<file path="config.mk">
export PLATFORM = sky130hd
export DESIGN_NAME = serial_add_ctrl_flat
export DESIGN_NICKNAME = d
export VERILOG_FILES = /design/src/rtl/serial_add_ctrl_if.sv /design/src/rtl/serial_add_ctrl.sv /design/src/flat_wrapper.sv
export SDC_FILE = /design/constraint.sdc
export NUM_CORES = 1
export LEC_CHECK = 0
export CORE_AREA = 8 8 63 79
export DETAILED_ROUTE_END_ITERATION = 10
export DIE_AREA = 0 0 71 87
export GPL_TIMING_DRIVEN = 0
export HOLD_SLACK_MARGIN = 0.03
export MAX_ROUTING_LAYER = met4
export PLACE_DENSITY = 0.77
export SETUP_SLACK_MARGIN = 0.4
export SLEW_MARGIN = 30
export SYNTH_ARGS = -nofsm -noshare
export SYNTH_HDL_FRONTEND = slang
export SYNTH_SLANG_ARGS = --single-unit
</file>
<file path="constraint.sdc">
create_clock -name clk -period 1.85 [get_ports clk]
set_clock_uncertainty 0.05 [all_clocks]
set_input_delay 0.185 -clock clk [delete_from_list [all_inputs] [get_ports clk]]
set_output_delay 0.185 -clock clk [all_outputs]
set_load 0.01 [all_outputs]
</file>
<file path="src/rtl/serial_add_ctrl_if.sv">
// serial_add_ctrl_if: requester and full_adder-cell signals of serial_add_ctrl.
// Carries the sub input only when SERIAL_ADD_SUB_EN is defined.
interface serial_add_ctrl_if #(parameter int WIDTH = 8);
   logic             start;
   logic [WIDTH-1:0] a;
   logic [WIDTH-1:0] b;
   logic             cin;
`ifdef SERIAL_ADD_SUB_EN
   logic             sub;
`endif
   logic             busy;
   logic             done;
   logic [WIDTH-1:0] sum_out;
   logic             cout_out;
   logic             fa_in1;
   logic             fa_in2;
   logic             fa_cin;
   logic             fa_sum;
   logic             fa_cout;

   modport master (
`ifdef SERIAL_ADD_SUB_EN
      output sub,
`endif
      output start, a, b, cin, fa_sum, fa_cout,
      input  busy, done, sum_out, cout_out, fa_in1, fa_in2, fa_cin
   );

   modport slave (
`ifdef SERIAL_ADD_SUB_EN
      input  sub,
`endif
      input  start, a, b, cin, fa_sum, fa_cout,
      output busy, done, sum_out, cout_out, fa_in1, fa_in2, fa_cin
   );
endinterface

</file>
<file path="src/rtl/serial_add_ctrl.sv">
// serial_add_ctrl: LSB-first bit-serial adder driving one shared external full_adder cell.
// SERIAL_ADD_SUB_EN adds a sub input (b inverted, carry forced to 1 -> a - b).
module serial_add_ctrl #(
   parameter int WIDTH = 8
) (
   input logic              clk,
   input logic              rst_n,
   serial_add_ctrl_if.slave bus
);
   localparam int CW = (WIDTH > 1) ? $clog2(WIDTH) : 1;

   typedef enum logic [1:0] {IDLE, RUN, DONE} state_t;

   state_t           state_q, state_d;
   logic [WIDTH-1:0] a_q, a_d, b_q, b_d, res_q, res_d, sum_q, sum_d;
   logic             carry_q, carry_d, cout_q, cout_d;
   logic [CW-1:0]    cnt_q, cnt_d;
   logic             run, last, load;
   logic [WIDTH-1:0] b_ld;
   logic             c_ld;

`ifdef SERIAL_ADD_SUB_EN
   assign b_ld = bus.sub ? ~bus.b : bus.b;
   assign c_ld = bus.sub | bus.cin;
`else
   assign b_ld = bus.b;
   assign c_ld = bus.cin;
`endif

   assign run  = state_q == RUN;
   assign last = cnt_q == CW'(WIDTH - 1);
   // start is honoured in IDLE and DONE, which gives back-to-back jobs
   assign load = !run && bus.start;

   always_comb begin
      state_d = load ? RUN : run ? (last ? DONE : RUN) : IDLE;
      a_d     = load ? bus.a : run ? a_q >> 1 : a_q;
      b_d     = load ? b_ld : run ? b_q >> 1 : b_q;
      carry_d = load ? c_ld : run ? bus.fa_cout : carry_q;
      cnt_d   = load ? '0 : (run && !last) ? cnt_q + CW'(1) : cnt_q;
      res_d   = load ? '0 : run ? {bus.fa_sum, res_q[WIDTH-1:1]} : res_q;
      sum_d   = (run && last) ? {bus.fa_sum, res_q[WIDTH-1:1]} : sum_q;
      cout_d  = (run && last) ? bus.fa_cout : cout_q;
   end

   always_ff @(posedge clk or negedge rst_n) begin
      if (!rst_n) begin
         state_q <= IDLE;
         a_q     <= '0;
         b_q     <= '0;
         res_q   <= '0;
         sum_q   <= '0;
         carry_q <= 1'b0;
         cout_q  <= 1'b0;
         cnt_q   <= '0;
      end else begin
         state_q <= state_d;
         a_q     <= a_d;
         b_q     <= b_d;
         res_q   <= res_d;
         sum_q   <= sum_d;
         carry_q <= carry_d;
         cout_q  <= cout_d;
         cnt_q   <= cnt_d;
      end
   end

   assign bus.busy     = run;
   assign bus.done     = state_q == DONE;
   assign bus.sum_out  = sum_q;
   assign bus.cout_out = cout_q;
   assign bus.fa_in1   = run & a_q[0];
   assign bus.fa_in2   = run & b_q[0];
   assign bus.fa_cin   = run & carry_q;
endmodule

</file>
<file path="src/flat_wrapper.sv">
// flat-port wrapper written by rule: the top's interface ports become plain ports
module serial_add_ctrl_flat 
#(
   parameter int WIDTH = 8
)
  (clk, rst_n, bus_start, bus_a, bus_b, bus_cin, bus_fa_sum, bus_fa_cout, bus_busy, bus_done, bus_sum_out, bus_cout_out, bus_fa_in1, bus_fa_in2, bus_fa_cin);
  serial_add_ctrl_if #(.WIDTH(WIDTH)) bus_i ();
  input logic clk;
  input logic rst_n;
  input wire logic [$bits(bus_i.start)-1:0] bus_start;
  input wire logic [$bits(bus_i.a)-1:0] bus_a;
  input wire logic [$bits(bus_i.b)-1:0] bus_b;
  input wire logic [$bits(bus_i.cin)-1:0] bus_cin;
  input wire logic [$bits(bus_i.fa_sum)-1:0] bus_fa_sum;
  input wire logic [$bits(bus_i.fa_cout)-1:0] bus_fa_cout;
  output wire logic [$bits(bus_i.busy)-1:0] bus_busy;
  output wire logic [$bits(bus_i.done)-1:0] bus_done;
  output wire logic [$bits(bus_i.sum_out)-1:0] bus_sum_out;
  output wire logic [$bits(bus_i.cout_out)-1:0] bus_cout_out;
  output wire logic [$bits(bus_i.fa_in1)-1:0] bus_fa_in1;
  output wire logic [$bits(bus_i.fa_in2)-1:0] bus_fa_in2;
  output wire logic [$bits(bus_i.fa_cin)-1:0] bus_fa_cin;
  assign bus_i.start = bus_start;
  assign bus_i.a = bus_a;
  assign bus_i.b = bus_b;
  assign bus_i.cin = bus_cin;
  assign bus_i.fa_sum = bus_fa_sum;
  assign bus_i.fa_cout = bus_fa_cout;
  assign bus_busy = bus_i.busy;
  assign bus_done = bus_i.done;
  assign bus_sum_out = bus_i.sum_out;
  assign bus_cout_out = bus_i.cout_out;
  assign bus_fa_in1 = bus_i.fa_in1;
  assign bus_fa_in2 = bus_i.fa_in2;
  assign bus_fa_cin = bus_i.fa_cin;
  serial_add_ctrl #(.WIDTH(WIDTH)) u_core (.clk(clk), .rst_n(rst_n), .bus(bus_i));
endmodule
</file>
======== Word-level counts from Yosys, hierarchy flattened ========
Cells that the tools add are included.
storage, ports and cells
  register bits ........................... 39
  logic and storage cells ................. 35
  input port bits ......................... 22
  output and inout port bits .............. 14
operators by class
  eq/ne operators ......................... 3
  bitwise logic cells ..................... 3
  reduce and logical (&&, ||, !) cells .... 7
  multiplexer cells ....................... 13
  add/sub/neg operators ................... 1
operator list
  kind                                           number
  two-way mux 8 bit                              6
  two-way mux 2 bit                              3
  two-way mux 3 bit                              2
  nonzero test 2 bit                             2
  adder 3 x 1 -> 3 bit, second input constant    1
  bitwise AND 1 bit                              3
  == test 3 bit, second input constant           1
  logical AND 1 bit                              3
  == test 2 x 1 -> 1 bit, second input constant  1
  == test 2 bit, second input constant           1
  zero test 1 bit                                2
  two-way mux 1 bit                              2

======== Longest topological paths before layout ========
  depth in word-level cells ............... 5
  mapped depth ............................ 6

======== Worst setup path before layout ========
No wires, ideal clock.
  path type ............................... flip-flop to flip-flop
  start ................................... register u_core.cnt_q[0]
  end ..................................... register u_core.cout_q, in the netlist u_core.bus.cout_out
  data arrival time ....................... 1.497 ns
  slack ................................... 0.178 ns
  period minus slack after synthesis ...... 1.672 ns
  buffers on the path ..................... 2
  setup time .............................. 0.125 ns
  stages on the path, launching flop included .. 7
  path through ............................ dfrtp_1 > ha_1 > ha_1 > clkbuf_2 > nand3b_1 > buf_2 > mux2_2
on the way
  longest elaborated chain between the ends .. 2
RTL lines
  what                    RTL line               RTL
  start, declared         serial_add_ctrl.sv:17  logic [CW-1:0] cnt_q, cnt_d;
  start signal, assigned  serial_add_ctrl.sv:64  cnt_q <= cnt_d;
  == test 3 bit           serial_add_ctrl.sv:31  assign last = cnt_q == CW'(WIDTH - 1);
  logical AND 1 bit       serial_add_ctrl.sv:43  cout_d = (run && last) ? bus.fa_cout : cout_q;
  end signal, assigned    serial_add_ctrl.sv:63  cout_q <= cout_d;
  end, declared           serial_add_ctrl.sv:16  logic carry_q, carry_d, cout_q, cout_d;
No other way between the ends.
A chain may end at the register's enable or synchronous reset.

======== Final worst setup path ========
  start ................................... register u_core.cnt_q[0]
  end ..................................... register u_core.sum_q[6], in the netlist u_core.bus.sum_out[6]
on the way
  longest elaborated chain between the ends .. 2
RTL lines
  what                  RTL line               RTL
  == test 3 bit         serial_add_ctrl.sv:31
  logical AND 1 bit     serial_add_ctrl.sv:42  sum_d = (run && last) ? {bus.fa_sum, res_q[WIDTH-1:1]} : sum_q;
  end signal, assigned  serial_add_ctrl.sv:61  sum_q <= sum_d;
  end, declared         serial_add_ctrl.sv:15  logic [WIDTH-1:0] a_q, a_d, b_q, b_d, res_q, res_d, sum_q, sum_d;
No other way between the ends.

==> run summary <==
status - finished, final reports clean
Cell Area, Placed - 0.00228 mm²
fin crit period - 1.73 ns
post-DP HPWL - 2640 µm
min-delay src - bus_start
clock transition at the registers of the reported paths - 0.07 ns
Seq cells post-synth - 38
post-route insts no fill - 219
layout cells sized above 1 - 45.2%
worst slack, placed - -0.112 ns
antenna violations before repair - 0
Area Overhead vs Synth - 37.7%
CP Data Arrival Time - 1.85 ns
met1 WL - 1610 µm
maxcap violations - 0
Max Root-Sink Buffers - 2
CTS tree - done
Slew Limit Fails - 0
Clock Tree Root - clkbuf_8
Core ar. - 0.00384 mm²
Worst Path Required - 1.97 ns
Crit Path Class - reg -> reg
Pwr Density - 1590 mW/mm²
Slew Limit Headroom - 69.8%
die span in y - 87 µm
period utilization - 93.3%
commonest non-fill, non-tap cell in the layout - dfrtp_1
global placement routability congestion - 0.766
Crit path largest cell delay - 0.42 ns
Hold Path Cell Cnt - 3
multi-input logic area - 856 µm²
Hold Fails Final Rpt - 0
Total Power - 4.03 mW
Pre-antenna DRT Iters - 4
hold_ws - 0.290 ns
DR DRC count - 0
worst hold path class - in -> reg
DR WL/cell - 18.2 µm
Nets - 200
Critical Path Start Type - flip-flop
H-tree levels - 2
Total GRT Usage - 13.9%
r2r worst-path depth - 6
critical path's slowest cell - dfrtp_1
Post-Synthesis Cell Area - 0.00185 mm²
Post-Synthesis Net Count - 148
DR vias - 1134
first-pass GRT wire length - 6490 µm
hold path endpoint - u_core.a_q[3]$_DFFE_PN0P_
IO buf count - 34
antenna cells - 0
register area - 952 µm²
Worst-Margin Slew - 0.453 ns
Max Used Layer - met4
worst setup path startpoint - u_core.cnt_q[0]$_DFFE_PN0P_
largest net degree at the start of global routing - 23
GRT overflow - 0
Worst-Skew Late Latency - 0.29 ns
sequential area share after synthesis - 51.5%
RSZ-0062 raised after global routing - true
clock sink count - 38
synth warn - 0
Initial DRC Count - 24
number of global-route vias before repair - 1306
syn avg cell area - 14.9 µm²
cells after synthesis - 124
row count - 26
via/cell ratio - 5.18
Max Clk Rate - 0.579 GHz
total wire length - 3990 µm
Ports - 36
final setup fails - 0
crit-path max FO - 5
die width - 71 µm
Pleak - 1.24 nW
met3 wire len - 244 µm
CP cell instances - ha_2 -> ha_4 -> buf_8 -> nand3b_1 -> buf_6 -> mux2_2
die area - 0.00618 mm²
capture point of the worst reg-to-reg path - u_core.bus.sum_out[6]$_DFFE_PN0P_
Met2 Wirelength - 2080 µm
FF-to-FF Start - u_core.cnt_q[0]$_DFFE_PN0P_
CP endpoint kind - flip-flop
post-route design area - 0.00254 mm²
flop-to-flop setup slack - 0.12 ns
Max VDD drop - 0.000939 V
Layout fillers - 299
Netlist cell types - 19
most frequent cells in the layout - 37 x dfrtp_1, 24 x mux2_2, 22 x clkdlybuf4s50_1, 19 x mux2_4, 9 x buf_6
number of buffers created by CTS - 5
ANT nets after route - 0
initial core utilization - 48.1%
Final Worst Setup Slack - 0.124 ns
dpl cells - 201
synth_stat cells:
master / n / area share (%)
and2_1: 3 / 1.0
inv_1: 3 / 0.61
and4b_1: 1 / 0.54
dfrtp_1: 38 / 51
nand2b_1: 3 / 1.0
nor4b_1: 1 / 0.47
mux2i_1: 7 / 3.8
ha_1: 2 / 1.4
buf_12: 1 / 1.1
buf_6: 4 / 2.4
mux2_1: 3 / 1.8
buf_2: 2 / 0.54
mux2_2: 27 / 16
clkbuf_2: 1 / 0.27
mux2_4: 16 / 13
nor2_1: 2 / 0.41
a311o_1: 1 / 0.54
nor2b_1: 8 / 2.7
nand3b_1: 1 / 0.41
registers in the layout, summed over array words and instances, names as in the netlist:
name and count:
u_core.cnt_q 3, u_core.a_q 8, u_core.carry_q 1, u_core.res_q 7, u_core.bus.cout_out 1, u_core.state_q 2
u_core.bus.sum_out 8, u_core.b_q 8
worst max-delay path: cells and delay by family (launching register included):
kind	cells	cell delay, ns
adder cells (fa/ha/maj)	2	0.37
buffers and inverters	2	0.27
flip-flops	1	0.42
multiplexers	1	0.33
AND/OR/NAND/NOR	1	0.17
per-layer routing:
layer / vias to the layer above / global-route usage, %
li1: 534 / -
met1: 565 / 14.8
met2: 29 / 23.2
met3: 6 / 4.95
met4: 0 / 5.69
met5: - / -
worst max-delay path by stage:
stage	end	slack, ns	depth (start not counted)
after floorplan	u_core.bus.cout_out$_DFFE_PN0P_	0.29	6
after global placement	u_core.bus.sum_out[2]$_DFFE_PN0P_	-0.31	1
after detailed placement	bus_fa_cin	-0.11	6
after CTS	bus_fa_cin	0.11	7
after global routing	bus_fa_cin	0.07	7
final	u_core.bus.sum_out[6]$_DFFE_PN0P_	0.12	6
power by group:
part | internal (mW) | total (mW) | switching, mW
logic | 1.31 | 2.03 | 0.727
registers | 1.19 | 1.42 | 0.230
clock network | 0.300 | 0.578 | 0.278
total | 2.80 | 4.03 | 1.23
layout make-up:
class / instances / area share, %
Timing Repair Buffer: 45 / 18.2
Sequential cell: 38 / 37.5
Tap cell: 42 / 2.07
Clock inverter: 1 / 0.197
Buffer: 8 / 4.48
Inverter: 3 / 0.591
Clock buffer: 7 / 3.40
Multi-Input combinational cell: 75 / 33.7
what timing repair did:
action                                  CTS  global route
pin swaps                                 3             0
hold buffers                              1             0
cloned                                    0             1
hold endpoints to repair                 16             0
endpoints found under the setup margin   16            37
gates resized for setup                  25            19
buffers inserted                          6             2
through the flow:
stage               utilization, %  TNS (ns)
floorplan                        -         0
global placement              58.9    -11.98
detailed placement            59.5    -0.315
CTS                           64.0         0
global route                  66.2         0
finish                        66.2         0
logic make-up (layout without fill, tap and decap cells):
family	after synthesis	after routing	synth area share [%]
AO/OA/AOI/OAI	1	1	0.542
buffers and inverters	11	64	4.95
multiplexers	53	53	35.1
AND/OR/NAND/NOR	19	19	6.57
adder cells (fa/ha/maj)	2	2	1.35
flip-flops	38	38	51.5
Power figures use the tool's default switching activity.
